## src/rtl/uart_pkg.sv

```systemverilog
// Shared definitions for the configurable UART: FSM state encoding, parity
// mode constants and data-bit width helpers.
package uart_pkg;

  typedef enum logic [2:0] {
    ST_IDLE   = 3'd0,
    ST_START  = 3'd1,
    ST_DATA   = 3'd2,
    ST_PARITY = 3'd3,
    ST_STOP   = 3'd4
  } state_e;

  localparam logic [1:0] PAR_NONE = 2'b00;
  localparam logic [1:0] PAR_EVEN = 2'b01;
  localparam logic [1:0] PAR_ODD  = 2'b10;

  // 2-bit data-bits field to bit count (5..8)
  function automatic logic [3:0] dbits_count(input logic [1:0] dbits);
    return {2'b00, dbits} + 4'd5;
  endfunction

  // Keeps only the bits that are actually transmitted
  function automatic logic [7:0] dbits_mask(input logic [1:0] dbits);
    return 8'hFF >> (2'd3 - dbits);
  endfunction

endpackage

```

## src/rtl/uart_baud_timer.sv

```systemverilog
// Per-bit down-counter: load_i starts a bit of div_i clocks, tick_o marks its
// last clock and tick_next_o predicts tick_o for the following clock.
module uart_baud_timer #(
  parameter int DIV_W = 16
) (
  input  logic             clk,
  input  logic             resetn,
  input  logic             load_i,
  input  logic [DIV_W-1:0] div_i,
  output logic             tick_o,
  output logic             tick_next_o
);

  logic [DIV_W-1:0] cnt_q, cnt_d;

  // Saturates at zero so an idle timer keeps reporting the end of a bit
  always_comb begin
    cnt_d = cnt_q;
    if (load_i)
      cnt_d = div_i - DIV_W'(1);
    else if (cnt_q != '0)
      cnt_d = cnt_q - DIV_W'(1);
  end

  always_ff @(posedge clk or negedge resetn) begin
    if (!resetn)
      cnt_q <= '0;
    else
      cnt_q <= cnt_d;
  end

  assign tick_o      = (cnt_q == '0);
  assign tick_next_o = (cnt_d == '0);

endmodule

```

## src/rtl/uart_tx_cfg.sv

```systemverilog
// Runtime-configurable UART transmitter (5-8 data bits, none/even/odd parity,
// 1 or 2 stop bits) with a valid/ready byte interface and gapless frames.
module uart_tx_cfg
  import uart_pkg::*;
#(
  parameter int DIV_W     = 16,
  parameter int RESET_DIV = 4
) (
  input  logic             clk,
  input  logic             resetn,
  input  logic [DIV_W-1:0] cfg_div_i,
  input  logic [1:0]       cfg_dbits_i,
  input  logic [1:0]       cfg_parity_i,
  input  logic             cfg_stop2_i,
  input  logic             valid_i,
  input  logic [7:0]       data_i,
  output logic             ready_o,
  output logic             tx_o,
  output logic             busy_o,
  output logic             done_o
);

  state_e           state_q;
  logic             tx_q, busy_q, done_q;
  logic [7:0]       shift_q;
  logic [2:0]       bitcnt_q;
  logic [1:0]       dbits_q;
  logic             par_en_q, par_bit_q, stop2_q, stop_left_q;
  logic [DIV_W-1:0] div_q;

  logic             accept, tick, tick_next, tmr_load;
  logic [DIV_W-1:0] div_d, tmr_div;
  logic [7:0]       data_masked;

  assign div_d       = (cfg_div_i == '0) ? DIV_W'(1) : cfg_div_i;
  assign data_masked = data_i & dbits_mask(cfg_dbits_i);

  assign ready_o = (state_q == ST_IDLE) || (state_q == ST_STOP && tick && !stop_left_q);
  assign accept  = valid_i && ready_o;

  // A new frame's first bit uses the divisor being latched on the same edge
  assign tmr_div  = accept ? div_d : div_q;
  assign tmr_load = accept || (busy_q && tick);

  uart_baud_timer #(.DIV_W(DIV_W)) u_timer (
    .clk         (clk),
    .resetn      (resetn),
    .load_i      (tmr_load),
    .div_i       (tmr_div),
    .tick_o      (tick),
    .tick_next_o (tick_next)
  );

  always_ff @(posedge clk or negedge resetn) begin
    if (!resetn) begin
      state_q     <= ST_IDLE;
      tx_q        <= 1'b1;
      busy_q      <= 1'b0;
      done_q      <= 1'b0;
      shift_q     <= '0;
      bitcnt_q    <= '0;
      dbits_q     <= '0;
      par_en_q    <= 1'b0;
      par_bit_q   <= 1'b0;
      stop2_q     <= 1'b0;
      stop_left_q <= 1'b0;
      div_q       <= DIV_W'(RESET_DIV);
    end else begin
      done_q <= 1'b0;
      if (accept) begin
        state_q     <= ST_START;
        tx_q        <= 1'b0;
        busy_q      <= 1'b1;
        shift_q     <= data_masked;
        dbits_q     <= cfg_dbits_i;
        par_en_q    <= (cfg_parity_i == PAR_EVEN) || (cfg_parity_i == PAR_ODD);
        par_bit_q   <= (^data_masked) ^ (cfg_parity_i == PAR_ODD);
        stop2_q     <= cfg_stop2_i;
        stop_left_q <= 1'b0;
        div_q       <= div_d;
      end else begin
        case (state_q)
          ST_IDLE: begin
            tx_q   <= 1'b1;
            busy_q <= 1'b0;
          end
          ST_START: if (tick) begin
            state_q  <= ST_DATA;
            tx_q     <= shift_q[0];
            bitcnt_q <= 3'(dbits_count(dbits_q) - 4'd1);
          end
          ST_DATA: if (tick) begin
            if (bitcnt_q != 3'd0) begin
              shift_q  <= {1'b0, shift_q[7:1]};
              tx_q     <= shift_q[1];
              bitcnt_q <= bitcnt_q - 3'd1;
            end else if (par_en_q) begin
              state_q <= ST_PARITY;
              tx_q    <= par_bit_q;
            end else begin
              state_q     <= ST_STOP;
              tx_q        <= 1'b1;
              stop_left_q <= stop2_q;
              done_q      <= !stop2_q && tick_next;
            end
          end
          ST_PARITY: if (tick) begin
            state_q     <= ST_STOP;
            tx_q        <= 1'b1;
            stop_left_q <= stop2_q;
            done_q      <= !stop2_q && tick_next;
          end
          // done_q is raised one clock early so it lines up with the final stop clock
          ST_STOP: begin
            if (tick && stop_left_q) begin
              stop_left_q <= 1'b0;
              done_q      <= tick_next;
            end else if (tick) begin
              state_q <= ST_IDLE;
              busy_q  <= 1'b0;
            end else begin
              done_q <= !stop_left_q && tick_next;
            end
          end
          default: begin
            state_q <= ST_IDLE;
            tx_q    <= 1'b1;
            busy_q  <= 1'b0;
          end
        endcase
      end
    end
  end

  assign tx_o   = tx_q;
  assign busy_o = busy_q;
  assign done_o = done_q;

endmodule

```

## config.mk

```make
export PLATFORM = sky130hd
export DESIGN_NAME = uart_tx_cfg
export DESIGN_NICKNAME = d
export VERILOG_FILES = /design/src/rtl/uart_pkg.sv /design/src/rtl/uart_baud_timer.sv /design/src/rtl/uart_tx_cfg.sv
export SDC_FILE = /design/constraint.sdc
export NUM_CORES = 1
export LEC_CHECK = 0
export BUFFER_PORTS_ARGS = -buffer_cell sky130_fd_sc_hd__buf_2
export CORE_MARGIN = 4
export CORE_UTILIZATION = 50
export CTS_CLUSTER_DIAMETER = 200
export DETAILED_ROUTE_END_ITERATION = 16
export MAX_ROUTING_LAYER = met4
export PLACE_DENSITY = 0.7
export SLEW_MARGIN = 20
export SYNTH_ARGS = -nofsm -noshare
export SYNTH_HDL_FRONTEND = slang
export SYNTH_HIERARCHICAL = 1
export SYNTH_SLANG_ARGS = --single-unit
```

## constraint.sdc

```tcl
create_clock -name clk -period 13.1 [get_ports clk]
set_clock_uncertainty 0.05 [all_clocks]
set_input_delay 2.62 -clock clk [delete_from_list [all_inputs] [get_ports clk]]
set_output_delay 2.62 -clock clk [all_outputs]
set_load 0.05 [all_outputs]
```

==> results of run 1 <==
final timing paths:
path / start / end / cells after the start
setup / recovery: cfg_div_i[2] / done_o / 15
hold / removal: dbits_q[0] / dbits_q[0] / 2
setup reg to reg: u_timer/cnt_q[0] / done_o / 20
hold reg to reg: dbits_q[0] / dbits_q[0] / 2
max in group asynchronous: resetn / bitcnt_q[0] / 2
min in group asynchronous: resetn / div_q[10] / 2
sequential cells by signal (all words and copies together) (netlist names):
| register | count |
|---|---|
| bitcnt_q | 3 |
| busy_o | 1 |
| dbits_q | 2 |
| div_q | 16 |
| done_o | 1 |
| par_bit_q | 1 |
| par_en_q | 1 |
| shift_q | 8 |
| state_q | 3 |
| stop2_q | 1 |
| stop_left_q | 1 |
| tx_o | 1 |
| u_timer/cnt_q | 16 |
worst max-delay path, delay by kind of cell:
family | cells | cell delay [ns]
buffers and inverters | 2 | 0.21
and+or+nand+nor | 9 | 2.60
AOI/OAI and AO/OA | 2 | 0.43
xor gates and xnor gates | 1 | 0.11
adders and majority gates | 1 | 0.20
cells by family (layout without fill, tap and decap cells):
family | count (synthesis) | count (layout)
simple gates | 142 | 142
compound gates | 84 | 84
flops | 55 | 55
buf+inv | 31 | 63
xor+xnor | 28 | 28
fa+ha+maj | 6 | 6
mux | 4 | 4
metal layers:
layer / wire, µm / GRT usage (%) / vias to the layer above
met4: 65 / 4.808 / 0
met3: 312 / 3.445 / 8
met5: 0 / - / -
met1: 3827 / 31.87 / 1239
li1: - / - / 1332
met2: 3147 / 30.05 / 59
placed cells by master (no fill, tap or decap), types with 6 or more instances in the layout:
master	netlist	layout
a21oi_1	11	11
a22o_1	13	13
a22oi_1	6	6
buf_2	4	35
dfrtp_1	53	53
ha_1	6	6
inv_1	15	15
nand2_1	52	52
nand3_1	9	9
nor2_1	21	21
nor3_1	7	7
nor4_1	13	13
o21ai_0	19	19
xnor2_1	15	15
xor2_1	13	13
synth_stat cells, drive strengths merged, types with 5 or more instances:
cell	count
a21oi	11
a22o	13
a22oi	6
a31oi	5
and3	5
buf	5
clkbuf	9
dfrtp	53
ha	6
inv	17
nand2	52
nand3	9
nor2	22
nor3	7
nor4	15
o21ai	23
or4	5
xnor2	15
xor2	13
area by class of cell:
type | count | area (µm²) | area share [%]
sequential | 55 | 1379 | 38.82
inverter | 17 | 63.81 | 1.796
multi-input combinational | 264 | 1727 | 48.61
clock inverter | 2 | 16.27 | 0.4579
tap | 77 | 96.34 | 2.712
clock buffer | 6 | 72.57 | 2.043
timing repair buffer | 38 | 197.7 | 5.565
power breakdown:
group | switching [mW] | internal (mW)
clock | 0.0581 | 0.0386
combinational | 0.227 | 0.146
sequential | 0.0640 | 0.245
through the flow:
step,instances,setup slack (ns),cell area (µm²),hold WS [ns]
finish,459,7.132,3552,0.4381
global route,459,6.815,3552,0.4701
floorplan,350,7.491,3227,0.3955
CTS,459,7.144,3552,0.4434
detailed placement,451,6.821,3463,0.4176
global placement,451,6.844,3463,0.4122
==> impl_results.md, run 1 <==
- Final wirelength: 7.353 mm
- Final min period: 5.968 ns
- Iteration-0 DRC Markers: 292
- Max-slew violations: 0
- # Max-Cap Violations: 0
- Max stage delay on crit path: 0.59 ns
- Post-layout nets: 419
- Crit path top cell by count: nor4_1
- Tcrit/Tclk final: 45.56%
- RSZ-0062 raised after global routing: false
- Post-synthesis mux area share: 1.241%
- Vias per cell: 5.747
- Post-CTS sizing: 0
- Crit Path Max Fanout: 13
- Remaining antenna violation count after routing: 0
- Area growth syn-to-layout: 10.08%
- Simple-Gate Fraction of Synth Area: 23.81%
- Top achievable clock speed: 0.1676 GHz
- Worst slew pin tran: 0.7813 ns
- Post-route DRC: 0
- Max-slew headroom: 47.79%
- Vias in the first global route: 2,575
- Share of the synthesized area in the top cell type: 41.10%
- TritonRoute pass-1 iters: 4
- Diode count: 0
- Post-Syn Area: 3227 µm²
- Critical path startpoint category: input port
- H-tree lvl count: 2
- Crit-path slowest cell: or4b_1
- DR vias: 2,638
- Root buffer cell: clkbuf_8
- Cell leakage power: 1.568 nW
- Worst reg-to-reg setup slack: 7.45 ns
- Post-synthesis xor/xnor area fraction: 7.600%
- Number of fill cells: 590
- Worst EP required: 13.30 ns
- Setup-failing EPs final: 0
- Final Hold Viols: 0
- Area leader, netlist: dfrtp_1
- Post-CTS Setup Bufs: 0
- Rows: 29
- Total power: 0.7790 mW
- Die X: 88.34 µm
- Avg Cell Area, Syn: 9.220 µm²
- Final core utilization: 56.26%
- Register area share after synthesis: 42.73%
- Complex-gate fraction of the synthesized area: 18.53%
- Reg clk slew, reported paths: 0.10 ns
- Share of cells above drive strength 1: 16.49%
- Synth Register Bits: 55
- Main combinational cell family by area after synthesis: simple AND/OR/NAND/NOR gates
- Post-CTS Hold Buffers: 0
- TritonCTS Buffers: 5
- Status: completed
- CP Capture Type: flip-flop
- Port bufs: 35
- First-pass GRT wire length: 12.62 mm
- Synth warnings: 6
- Post-Synth Adder-Cell Area: 2.326%
- Top cells by area, synth: dfrtp_1 (41%), nand2_1 (6.0%), xnor2_1 (4.1%)
- Yosys cell types: 63
- Die area: 7803 µm²
- Gate Count Post-Synth: 350
- Pin count of the biggest net entering global routing: 56
- Peak VDD IR: 0.0001320 V
- Initial core utilization: 51.11%
- Top_reg_cell synth: dfrtp_1
- Initial antenna violation count: 0
- PwrDens: 219.3 nW/µm²
- CP Class: in -> reg
- CTS tree: yes
- Arrival time of the worst setup path: 6.17 ns
- Avg WL per Cell: 16.02 µm
- Hold Crit Class: reg -> reg
- TNS Setup: 0 ns
- GRT Util Overall: 21.21%
- Die height: 88.34 µm
- Grt total ovfl: 0
- Number of flops mapped to enable cells by yosys: 0
- Maximum clock insertion buffer count: 2
- Post-DP HPWL: 5.363 mm
- Core ar.: 6314 µm²
- Later-pin clock latency in the skew report: 0.31 ns
- TritonCTS Sinks: 55
- Net count after synthesis: 388
- CP Cell Sequence: buf_2, nor4_1, and4_1, nor2_1, a21oi_1, inv_1, ha_1, or4b_1, nor4_1, xor2_1, nand2_1, o21ai_0, nor4b_1, and4bb_1, and3_1
- FFs w/ async S/R, synth: 100.0%
- RD Place Congestion: 0.8658
- I/O pins: 36
Power figures use the tool's default switching activity.
==> inputs of run 2 (changes only) <==
ABC_AREA = 1   (was default)
PLACE_DENSITY = 0.69   (was 0.7)
clock period = 6 ns   (was 13.1 ns; I/O delays follow)
==> run 2 against run 1 <==
Against the previous run:
- first-iteration DRC count is 43% lower
- wire length is 18% higher
- clock power is 130% higher
- design area is 18% higher
- synthesized cell count is 61% higher
==> impl_results.md, run 2 <==
- Core ar.: 7331 µm²
- Grt total ovfl: 0
- Gate Count Post-Synth: 563
- Peak VDD IR: 0.0001889 V
- Top_reg_cell synth: dfrtp_1
- Initial antenna violation count: 0
- Most common cell after layout, fill and taps aside: nand2_1
- Vias in the first global route: 3,350
- Post-route DRC: 0
- Iteration-0 DRC Markers: 167
- Post-CTS sizing: 0
- Vias per cell: 4.979
- CP Cell Sequence: inv_2, ha_1, nand3_1, nor2_1, nand2_1, inv_1, inv_1, o21ai_2, nand3_2, buf_4, o21ai_1, nor2_1, nand3_2, nor2_1, or2_1, nand3_1, nand2_2, nor2_2, nand3_1, nor3_2, a21boi_0
- Hold Crit Class: reg -> reg
- Pin count of the biggest net entering global routing: 56
- I/O pins: 36
- Worst EP required: 6.19 ns
- Area leader, netlist: dfrtp_1
- Reg clk slew, reported paths: 0.10 ns
- TritonRoute pass-1 iters: 7
- TritonCTS Sinks: 55
- Final min period: 4.155 ns
- Non-filler cells in the finished layout: 698
- Remaining antenna violation count after routing: 0
- Synth Register Bits: 55
- Avg Cell Area, Syn: 6.805 µm²
- Crit Path Max Fanout: 32
- Max-slew violations: 0
- Max-slew headroom: 52.89%
- H-tree lvl count: 2
- CTS tree: yes
- Port bufs: 35
- Diode count: 0
- Die X: 95.54 µm
- Share of cells above drive strength 1: 16.19%
- RD Place Congestion: 0.9651
- Post-DP HPWL: 6.709 mm
- Critical path startpoint category: flip-flop
- Top achievable clock speed: 0.2407 GHz
- Biggest regs: div_q: 16 flops, u_timer/cnt_q: 16 flops, shift_q: 8 flops
- Final worst slack: 1.845 ns
- Final instance area: 4178 µm²
- Post-Syn Area: 3831 µm²
- Synth warnings: 6
- PwrDens: 463.5 nW/µm²
- Rows: 31
- Worst slew pin tran: 0.7066 ns
- Die area: 9127 µm²
- # Max-Cap Violations: 0
- Post-CTS Setup Bufs: 0
- DR vias: 3,475
- Final Hold Viols: 0
- Yosys cell types: 37
- Arrival time of the worst setup path: 4.34 ns
- Crit-path slowest cell: nand3_2
- Register area share after synthesis: 35.99%
- Final wirelength: 8.696 mm
- RSZ-0062 raised after global routing: false
- Post-layout nets: 636
- Later-pin clock latency in the skew report: 0.31 ns
- First-pass GRT wire length: 15.05 mm
- Final core utilization: 56.99%
- CP Class: reg -> reg
- FFs w/ async S/R, synth: 100.0%
- TNS Setup: 0 ns
- Maximum clock insertion buffer count: 2
- Area growth syn-to-layout: 9.046%
- Top cells by area, synth: dfrtp_1 (35%), nand2_1 (18%), inv_1 (7.6%)
- Most numerous cell in the Yosys netlist: nand2_1
- Minimum hold slack: 0.4283 ns
- Total power: 1.936 mW
- TritonCTS Buffers: 5
- Area after DPL: 4074 µm²
- Setup-failing EPs final: 0
- Post-CTS Hold Buffers: 0
- GRT Util Overall: 21.29%
- Cell leakage power: 2.252 nW
- Root buffer cell: clkbuf_8
- Most frequent cells in the layout: nand2_1 (179), inv_1 (78), nor2_1 (54)
- Die height: 95.54 µm
- CP Capture Type: flip-flop
- Post-synth top cells: nand2_1 (179), inv_1 (78), nor2_1 (54)
- Max stage delay on crit path: 0.49 ns
- Status: completed
- Tcrit/Tclk final: 69.25%
- Pre-CTS setup slack: 1.881 ns
- Initial core utilization: 52.26%
- Cells after DPL: 690
- Share of the synthesized area in the top cell type: 34.62%
- Avg WL per Cell: 12.46 µm
- Net count after synthesis: 601
- Number of flops mapped to enable cells by yosys: 0
## run 2: cell type report
cell class                      count  area (µm²)
Fill cell                         708        3153
Multi-Input combinational cell    410        2047
Clock buffer                        7       96.34
Timing Repair Buffer               37       190.2
Tap cell                           99       123.9
Inverter                           89       334.1
Clock inverter                      1       7.507
Sequential cell                    55        1379
## run 2: where the power goes
part	switching, mW	total [mW]	leakage (nW)	internal, mW
clock network	0.121	0.227	0.0505	0.105
registers	0.117	0.655	0.683	0.538
logic	0.715	1.05	1.52	0.340
total	0.954	1.94	2.25	0.983
## run 2: cell families (layout without fill, tap and decap cells)
logic type / after synthesis / after routing / share of synthesized area (%)
buffers and inverters: 98 / 134 / 10.58
AND/OR/NAND/NOR: 336 / 336 / 40.63
flip-flops: 55 / 55 / 35.99
XOR/XNOR: 9 / 9 / 2.058
adder cells (fa/ha/maj): 6 / 6 / 1.959
AO/OA/AOI/OAI: 59 / 59 / 8.785
## run 2: final timing paths
path | start | to | slack (ns) | depth (start not counted)
max | u_timer/cnt_q[0] | done_o | 1.84 | 21
min | tx_o | tx_o | 0.43 | 2
max reg2reg | u_timer/cnt_q[0] | done_o | 1.84 | 21
min reg2reg | tx_o | tx_o | 0.43 | 2
max in group asynchronous | resetn | busy_o | 4.47 | 2
min in group asynchronous | resetn | shift_q[3] | 0.95 | 2
## run 2: routing by layer
metal / track usage (%) / up-vias / part of all wire (%)
li1: - / 1839 / -
met1: 29.67 / 1564 / 51
met2: 32.48 / 65 / 44
met3: 2.762 / 7 / 3.6
met4: 6.280 / 0 / 0.78
met5: - / - / 0
## run 2: worst max-delay path: cells and delay by family (launching register included)
family	cells	cell delay (ns)
and+or+nand+nor	13	1.79
AOI/OAI and AO/OA	3	0.75
DFF	1	0.42
buffers and inverters	4	0.88
adders and majority gates	1	0.18
